<file path="src/rtl/hack_control_unit_if.sv">
// rtl/hack_control_unit_if.sv - fetch, data-memory and ALU signal bundle for the Hack control unit
interface hack_control_unit_if;
  // instruction ROM handshake
  logic        instr_req;
  logic [14:0] pc;
  logic        instr_valid;
  logic [15:0] instr;
  // data RAM handshake
  logic [14:0] dmem_addr;
  logic        dmem_re;
  logic        dmem_we;
  logic [15:0] dmem_wdata;
  logic [15:0] dmem_rdata;
  logic        dmem_ready;
  // ALU operands, control bits and results
  logic [15:0] alu_x;
  logic [15:0] alu_y;
  logic        alu_zx;
  logic        alu_nx;
  logic        alu_zy;
  logic        alu_ny;
  logic        alu_f;
  logic        alu_no;
  logic [15:0] alu_out;
  logic        alu_zr;
  logic        alu_ng;
  // register observation
  logic [15:0] a_reg;
  logic [15:0] d_reg;

  // control unit side
  modport master (
    output instr_req, pc, dmem_addr, dmem_re, dmem_we, dmem_wdata,
    output alu_x, alu_y, alu_zx, alu_nx, alu_zy, alu_ny, alu_f, alu_no,
    output a_reg, d_reg,
    input  instr_valid, instr, dmem_rdata, dmem_ready, alu_out, alu_zr, alu_ng
  );

  // memories and ALU side
  modport slave (
    input  instr_req, pc, dmem_addr, dmem_re, dmem_we, dmem_wdata,
    input  alu_x, alu_y, alu_zx, alu_nx, alu_zy, alu_ny, alu_f, alu_no,
    input  a_reg, d_reg,
    output instr_valid, instr, dmem_rdata, dmem_ready, alu_out, alu_zr, alu_ng
  );
endinterface

</file>
<file path="src/rtl/hack_control_unit.sv">
// rtl/hack_control_unit.sv - multi-cycle fetch/decode/execute sequencer for a Hack-style datapath
module hack_control_unit #(
  parameter logic [14:0] RESET_PC = 15'h0000
) (
  input  logic                 clk,
  input  logic                 rst_n,
  hack_control_unit_if.master  bus
);

  typedef enum logic [1:0] {
    FETCH = 2'd0,
    MEMRD = 2'd1,
    EXEC  = 2'd2,
    MEMWR = 2'd3
  } state_t;

  state_t      state;
  state_t      state_nx;

  logic [14:0] pc_q;
  logic [15:0] a_q;
  logic [15:0] d_q;
  logic [15:0] ir_q;
  logic [15:0] m_q;
  logic [15:0] wdata_q;
  logic [14:0] wr_addr_q;
  logic        jump_taken;
  logic [14:0] pc_inc;

  // 15-bit increment wraps naturally from 0x7FFF to 0x0000
  assign pc_inc = pc_q + 15'd1;

  // jump condition from the ALU flags sampled during EXEC
  assign jump_taken = (ir_q[2] & bus.alu_ng)
                    | (ir_q[1] & bus.alu_zr)
                    | (ir_q[0] & ~bus.alu_ng & ~bus.alu_zr);

  // state register
  always_ff @(posedge clk) begin
    if (!rst_n) begin
      state <= FETCH;
    end else begin
      state <= state_nx;
    end
  end

  // next-state logic: each state waits on its own handshake
  always_comb begin
    state_nx = state;
    case (state)
      FETCH: begin
        if (bus.instr_valid) begin
          state_nx = (bus.instr[15] && bus.instr[12]) ? MEMRD : EXEC;
        end
      end
      MEMRD: begin
        if (bus.dmem_ready) begin
          state_nx = EXEC;
        end
      end
      EXEC: begin
        state_nx = (ir_q[15] && ir_q[3]) ? MEMWR : FETCH;
      end
      MEMWR: begin
        if (bus.dmem_ready) begin
          state_nx = FETCH;
        end
      end
      default: state_nx = FETCH;
    endcase
  end

  // request strobes, gated by reset so an aborted handshake drops immediately
  always_comb begin
    bus.instr_req = 1'b0;
    bus.dmem_re   = 1'b0;
    bus.dmem_we   = 1'b0;
    if (rst_n) begin
      case (state)
        FETCH:   bus.instr_req = 1'b1;
        MEMRD:   bus.dmem_re   = 1'b1;
        MEMWR:   bus.dmem_we   = 1'b1;
        default: ;
      endcase
    end
  end

  // the write address is the A value captured before the instruction updated A
  assign bus.dmem_addr  = (state == MEMWR) ? wr_addr_q : a_q[14:0];
  assign bus.dmem_wdata = wdata_q;
  assign bus.pc         = pc_q;

  // ALU operands and control bits follow IR in every state
  assign bus.alu_x  = d_q;
  assign bus.alu_y  = ir_q[12] ? m_q : a_q;
  assign bus.alu_zx = ir_q[11];
  assign bus.alu_nx = ir_q[10];
  assign bus.alu_zy = ir_q[9];
  assign bus.alu_ny = ir_q[8];
  assign bus.alu_f  = ir_q[7];
  assign bus.alu_no = ir_q[6];

  assign bus.a_reg = a_q;
  assign bus.d_reg = d_q;

  // datapath registers: capture IR and M, then retire the instruction in EXEC
  always_ff @(posedge clk) begin
    if (!rst_n) begin
      pc_q      <= RESET_PC;
      a_q       <= 16'h0000;
      d_q       <= 16'h0000;
      ir_q      <= 16'h0000;
      m_q       <= 16'h0000;
      wdata_q   <= 16'h0000;
      wr_addr_q <= 15'h0000;
    end else begin
      case (state)
        FETCH: begin
          if (bus.instr_valid) begin
            ir_q <= bus.instr;
          end
        end
        MEMRD: begin
          if (bus.dmem_ready) begin
            m_q <= bus.dmem_rdata;
          end
        end
        EXEC: begin
          if (!ir_q[15]) begin
            a_q  <= {1'b0, ir_q[14:0]};
            pc_q <= pc_inc;
          end else begin
            if (ir_q[5]) begin
              a_q <= bus.alu_out;
            end
            if (ir_q[4]) begin
              d_q <= bus.alu_out;
            end
            if (ir_q[3]) begin
              wdata_q   <= bus.alu_out;
              wr_addr_q <= a_q[14:0];
            end
            pc_q <= jump_taken ? a_q[14:0] : pc_inc;
          end
        end
        default: ;
      endcase
    end
  end

endmodule
</file>
<file path="src/flat_wrapper.sv">
// flat-port wrapper written by rule: the top's interface ports become plain ports
module hack_control_unit_flat 
#(
  parameter logic [14:0] RESET_PC = 15'h0000
)
  (clk, rst_n, bus_instr_req, bus_pc, bus_dmem_addr, bus_dmem_re, bus_dmem_we, bus_dmem_wdata, bus_alu_x, bus_alu_y, bus_alu_zx, bus_alu_nx, bus_alu_zy, bus_alu_ny, bus_alu_f, bus_alu_no, bus_a_reg, bus_d_reg, bus_instr_valid, bus_instr, bus_dmem_rdata, bus_dmem_ready, bus_alu_out, bus_alu_zr, bus_alu_ng);
  hack_control_unit_if bus_i ();
  input  logic clk;
  input  logic rst_n;
  output wire logic [$bits(bus_i.instr_req)-1:0] bus_instr_req;
  output wire logic [$bits(bus_i.pc)-1:0] bus_pc;
  output wire logic [$bits(bus_i.dmem_addr)-1:0] bus_dmem_addr;
  output wire logic [$bits(bus_i.dmem_re)-1:0] bus_dmem_re;
  output wire logic [$bits(bus_i.dmem_we)-1:0] bus_dmem_we;
  output wire logic [$bits(bus_i.dmem_wdata)-1:0] bus_dmem_wdata;
  output wire logic [$bits(bus_i.alu_x)-1:0] bus_alu_x;
  output wire logic [$bits(bus_i.alu_y)-1:0] bus_alu_y;
  output wire logic [$bits(bus_i.alu_zx)-1:0] bus_alu_zx;
  output wire logic [$bits(bus_i.alu_nx)-1:0] bus_alu_nx;
  output wire logic [$bits(bus_i.alu_zy)-1:0] bus_alu_zy;
  output wire logic [$bits(bus_i.alu_ny)-1:0] bus_alu_ny;
  output wire logic [$bits(bus_i.alu_f)-1:0] bus_alu_f;
  output wire logic [$bits(bus_i.alu_no)-1:0] bus_alu_no;
  output wire logic [$bits(bus_i.a_reg)-1:0] bus_a_reg;
  output wire logic [$bits(bus_i.d_reg)-1:0] bus_d_reg;
  input wire logic [$bits(bus_i.instr_valid)-1:0] bus_instr_valid;
  input wire logic [$bits(bus_i.instr)-1:0] bus_instr;
  input wire logic [$bits(bus_i.dmem_rdata)-1:0] bus_dmem_rdata;
  input wire logic [$bits(bus_i.dmem_ready)-1:0] bus_dmem_ready;
  input wire logic [$bits(bus_i.alu_out)-1:0] bus_alu_out;
  input wire logic [$bits(bus_i.alu_zr)-1:0] bus_alu_zr;
  input wire logic [$bits(bus_i.alu_ng)-1:0] bus_alu_ng;
  assign bus_instr_req = bus_i.instr_req;
  assign bus_pc = bus_i.pc;
  assign bus_dmem_addr = bus_i.dmem_addr;
  assign bus_dmem_re = bus_i.dmem_re;
  assign bus_dmem_we = bus_i.dmem_we;
  assign bus_dmem_wdata = bus_i.dmem_wdata;
  assign bus_alu_x = bus_i.alu_x;
  assign bus_alu_y = bus_i.alu_y;
  assign bus_alu_zx = bus_i.alu_zx;
  assign bus_alu_nx = bus_i.alu_nx;
  assign bus_alu_zy = bus_i.alu_zy;
  assign bus_alu_ny = bus_i.alu_ny;
  assign bus_alu_f = bus_i.alu_f;
  assign bus_alu_no = bus_i.alu_no;
  assign bus_a_reg = bus_i.a_reg;
  assign bus_d_reg = bus_i.d_reg;
  assign bus_i.instr_valid = bus_instr_valid;
  assign bus_i.instr = bus_instr;
  assign bus_i.dmem_rdata = bus_dmem_rdata;
  assign bus_i.dmem_ready = bus_dmem_ready;
  assign bus_i.alu_out = bus_alu_out;
  assign bus_i.alu_zr = bus_alu_zr;
  assign bus_i.alu_ng = bus_alu_ng;
  hack_control_unit #(.RESET_PC(RESET_PC)) u_core (.clk(clk), .rst_n(rst_n), .bus(bus_i));
endmodule
</file>
<file path="config.mk">
export PLATFORM = sky130hd
export DESIGN_NAME = hack_control_unit_flat
export DESIGN_NICKNAME = d
export VERILOG_FILES = /design/src/rtl/hack_control_unit_if.sv /design/src/rtl/hack_control_unit.sv /design/src/flat_wrapper.sv
export SDC_FILE = /design/constraint.sdc
export NUM_CORES = 1
export LEC_CHECK = 0
export CORE_MARGIN = 2
export CORE_UTILIZATION = 46
export DETAILED_ROUTE_END_ITERATION = 7
export PLACE_DENSITY = 0.87
export SLEW_MARGIN = 20
export SYNTH_ARGS = -nofsm -noshare
export SYNTH_HDL_FRONTEND = slang
export SYNTH_SLANG_ARGS = --single-unit
</file>
<file path="constraint.sdc">
create_clock -name clk -period 2.1 [get_ports clk]
set_input_delay 0.42 -clock clk [delete_from_list [all_inputs] [get_ports clk]]
set_output_delay 0.42 -clock clk [all_outputs]
set_load 0.1 [all_outputs]
</file>
== Word level (Yosys, flattened, before mapping) ==
Index checks and enable logic that the tools add are counted.
Storage, ports and cells
  flip-flop bits (word level): 112
  input port bits: 54
  output and inout port bits: 119
Cells by class
  $add $sub $neg: 1
  equal/unequal tests: 7
  muxes and demuxes: 18
  bitwise logic cells: 8
  reduce and logical (&&, ||, !) cells: 9
Operators by type and width (number)
  two-way mux 16 bit: 3
  two-way mux 15 bit: 3
  adder 15 x 1 -> 15 bit, second input constant: 1
  two-way mux 2 bit: 5
  AND reduction 3 bit: 3
  != test 2 bit, second input constant: 4
  one-hot mux 2 bit (4 select lines): 1
  two-way mux 1 bit: 6
  AND reduction 2 bit: 3
  bitwise AND 1 bit: 4
  equality test 2 bit, second input constant: 2
  equality test 2 x 1 -> 1 bit, second input constant: 1
  logical AND 1 bit: 2
  logical NOT 2 bit: 1
  inverter 1 bit: 2
  bitwise OR 1 bit: 2

== Longest topological paths before layout ==
  depth after elaboration: 6
  depth in mapped cells: 7
  mapped depth without buffers: 5

== Worst setup path after synthesis ==
Ideal clock, no wire load.
  path type: in2out
  start point: in rst_n
  end point: out bus_dmem_re
  arrival: 3205 ps
  required time: 1680 ps
  setup slack: -1525 ps
  cell stages on the path: 4
  path buffers: 2
  path through: clkbuf_1 -> inv_2 -> clkbuf_1 -> nor3b_1
On the way
  word-level cells in the longest chain between the ends: 1
RTL lines
  start: declaration: RTL line flat_wrapper.sv:9  | input logic rst_n;
  two-way mux 1 bit: RTL line hack_control_unit.sv:78  | if (rst_n) begin
  end: declaration: RTL line flat_wrapper.sv:13  | output wire logic [$bits(bus_i.dmem_re)-1:0] bus_dmem_re;
Every way passes these cells.

== Worst setup path in the final report ==
  start point: reg u_core.ir_q[12]
  end point: out bus_alu_y[14]
On the way
  word-level cells in the longest chain between the ends: 1
RTL lines
  start: declaration: RTL line hack_control_unit.sv:23  | logic [15:0] ir_q;
  start signal: assignment: RTL line hack_control_unit.sv:120  | ir_q <= bus.instr;
  two-way mux 16 bit: RTL line hack_control_unit.sv:95  | assign bus.alu_y = ir_q[12] ? m_q : a_q;
  end: declaration: RTL line flat_wrapper.sv:17  | output wire logic [$bits(bus_i.alu_y)-1:0] bus_alu_y;
Every way passes these cells.

==> impl_results.md <==
* Outcome: finished clean
* Antenna violations before repair at 0
* Post-cts hold buffer count at 0
* Total clock buffers created by CTS at 9
* Max Cap Violations at 0
* Largest net degree at the start of global routing at 86
* Final HPWL DP at 11.8 mm
* First-pass GRT wire length at 25.1 mm
* Max IR drop VDD at 0.517 mV
* EDFF count, synth at 0
* Slew headroom at 53.5%
* Post-synth top flop: dfxtp_1
* Tmin final at 2.00 ns
* Non-filler cells, final at 918
* Yosys warns at 0
* Hold Vio Cnt, Final at 0
* Synth unique cells at 43
* Final period util at 95.4%
* Wire per inst at 17.6 µm
* CP max FO at 14
* Clock transition at path regs at 0.11 ns
* Placed Cells at 902
* Gr ovfl total at 0
* Worst Max-Slew Pin Slew at 0.696 ns
* Initial Util at 47.1%
* Area Growth Syn to Fin at 45.2%
* Buffers added on ports at 172
* Crit path kind: reg2out
* CTS tree: yes
* CTS max path bufs at 2
* H-tree level count at 3
* Insertion delay to the later sink of the worst-skew pair at 0.37 ns
* Gr usage total at 27.2%
* N_diodes at 0
* Synth Register Bits at 112
* Fin Hold WS at 0.461 ns
* Most common library cells after synthesis: nand2_1, dfxtp_1, a21oi_1
* Placed Area at 7170 µm²
* Number of global-route vias before repair at 5,047
* Unrepaired setup endpoints after global routing: no
* DRC Markers at 0
* Synth area leader: dfxtp_1
* Post-Syn Nets at 679
* Chip Width at 109 µm
* Most frequent cell after synthesis: nand2_1
* Hold crit path type: reg2reg
* Ys async rst share at 0%
* Starting DRT DRC Count at 340
* Synthesized area at 5080 µm²
* Vias per cell at 5.67
* Routability Congestion at 0.808
* Final nets at 828
* Skew final at 0.0107 ns
* Setup tns final at 0 ns
* Final antenna-violating net count at 0
* Crit path required time at 1.68 ns
* Syn Inst Count at 624
* Cell Rows at 38
* CP Launch Type: flop
* Setup Fix Bufs, Post-CTS at 0
* Worst Path Arrival at 1.58 ns
* Clock sink count at 112
* Top cell type's share of synthesized area at 44.1%
* Post-route cell area at 7380 µm²
* Met3 usage at 5.74%
* Setup Viol. Count Final at 0
* M1 GR Usage at 32.3%
* Achievable Freq at 499 MHz
* Cts repair resizes at 0
* Core area at 10,800 µm²
* Top cells by area, synth: dfxtp_1, nand2_1, a21oi_1
* GR peak layer: met2
* Die Ht at 109 µm
* Die area at 11,900 µm²
* Slew Limit Fails at 0
* Syn avg cell area at 8.15 µm²
* Root buffer cell: clkbuf_8
* PwrDens at 710 nW/µm²
* FILL cells at 786
* DRT Pass-1 Iters at 5
* Via count at 5,207
* Leak at 2.85 nW
* DRT Wirelength at 16.2 mm
* M2 GR Usage at 47.3%
* I/O pins at 173
* Critical Path Sink Type: primary output
* Share of cells above drive strength 1 at 28.1%
* Sequential element share of the synthesized area at 44.1%
==> final timing paths <==
path	start	to	slack [ns]	cells past startpoint
setup / recovery	u_core.ir_q[12]$_SDFFE_PN0P_	bus_alu_y[14]	0.1	3
hold / removal	u_core.ir_q[13]$_SDFFE_PN0P_	u_core.ir_q[13]$_SDFFE_PN0P_	0.46	2
setup reg to reg	u_core.state[0]$_SDFFE_PN0P_	u_core.bus.alu_x[9]$_SDFFE_PN0P_	0.30	5
hold reg to reg	u_core.ir_q[13]$_SDFFE_PN0P_	u_core.ir_q[13]$_SDFFE_PN0P_	0.46	2
==> final cells by class <==
type | count | area [µm²] | share of cell area (%)
Sequential cell | 112 | 2260 | 30.6
Multi-Input combinational cell | 448 | 2520 | 34.2
Timing Repair Buffer | 199 | 2200 | 29.8
Clock inverter | 7 | 90.1 | 1.22
Inverter | 3 | 12.5 | 0.170
Tap cell | 140 | 175 | 2.37
Clock buffer | 9 | 124 | 1.68
==> where the power goes <==
group,switching (mW),total [mW],leakage (nW),internal [mW]
logic,1.03,1.58,1.84,0.550
clock network,0.788,1.37,0.101,0.577
registers,0.107,2.29,0.913,2.19
total,1.93,5.24,2.85,3.31
==> cell usage in the layout, fill, tap and decap left out, types with 2 or more instances in the layout <==
| cell type | netlist | final |
|---|---|---|
| nand3_1 | 8 | 8 |
| buf_4 | 21 | 100 |
| dfxtp_1 | 112 | 101 |
| o22ai_1 | 13 | 13 |
| buf_12 | 0 | 46 |
| nor2_1 | 20 | 19 |
| nand3b_1 | 2 | 2 |
| a21oi_1 | 97 | 97 |
| or4_1 | 2 | 2 |
| o21ai_0 | 4 | 4 |
| dfxtp_2 | 0 | 11 |
| mux2i_1 | 27 | 27 |
| nor4_1 | 6 | 6 |
| nand2b_1 | 4 | 4 |
| clkinvlp_4 | 0 | 2 |
| or2_2 | 3 | 3 |
| nand2_1 | 183 | 183 |
| clkdlybuf4s50_1 | 0 | 53 |
| nand4_1 | 4 | 4 |
| or3_1 | 3 | 3 |
| nor3_1 | 5 | 4 |
| and3_1 | 3 | 3 |
| inv_1 | 2 | 2 |
| a211oi_1 | 14 | 14 |
| mux2_2 | 32 | 32 |
| nor2b_1 | 2 | 2 |
| clkbuf_8 | 0 | 9 |
==> metal layers <==
layer,share of wire [%],vias to the layer above
met5,0,-
met4,3.7,0
met3,8.6,49
met2,51,269
met1,37,2475
li1,-,2414
==> per-stage QoR <==
stage	power [mW]	setup slack (ns)	util (%)
detailed placement	3.91	-0.128	66.4
finish	5.24	0.0971	68.4
CTS	5.25	0.0887	68.4
floorplan	3.29	-0.0457	-
global route	5.39	0.0389	68.4
global placement	3.89	-0.0445	66.4
==> worst max-delay path, cell delays in order (launching register included) <==
cell and delay, ns:
dfxtp_1 0.47, buf_12 0.19, mux2_2 0.37, buf_12 0.17
==> logic make-up after synthesis <==
logic type                 count (synthesis)  share of synthesized area [%]
AOI/OAI and AO/OA                        135                           14.7
DFF                                      112                           44.1
buffers and inverters                     64                           6.97
and+or+nand+nor                          253                           21.6
muxes                                     59                           12.4
adders and majority gates                  1                          0.246
Power figures use the tool's default switching activity.
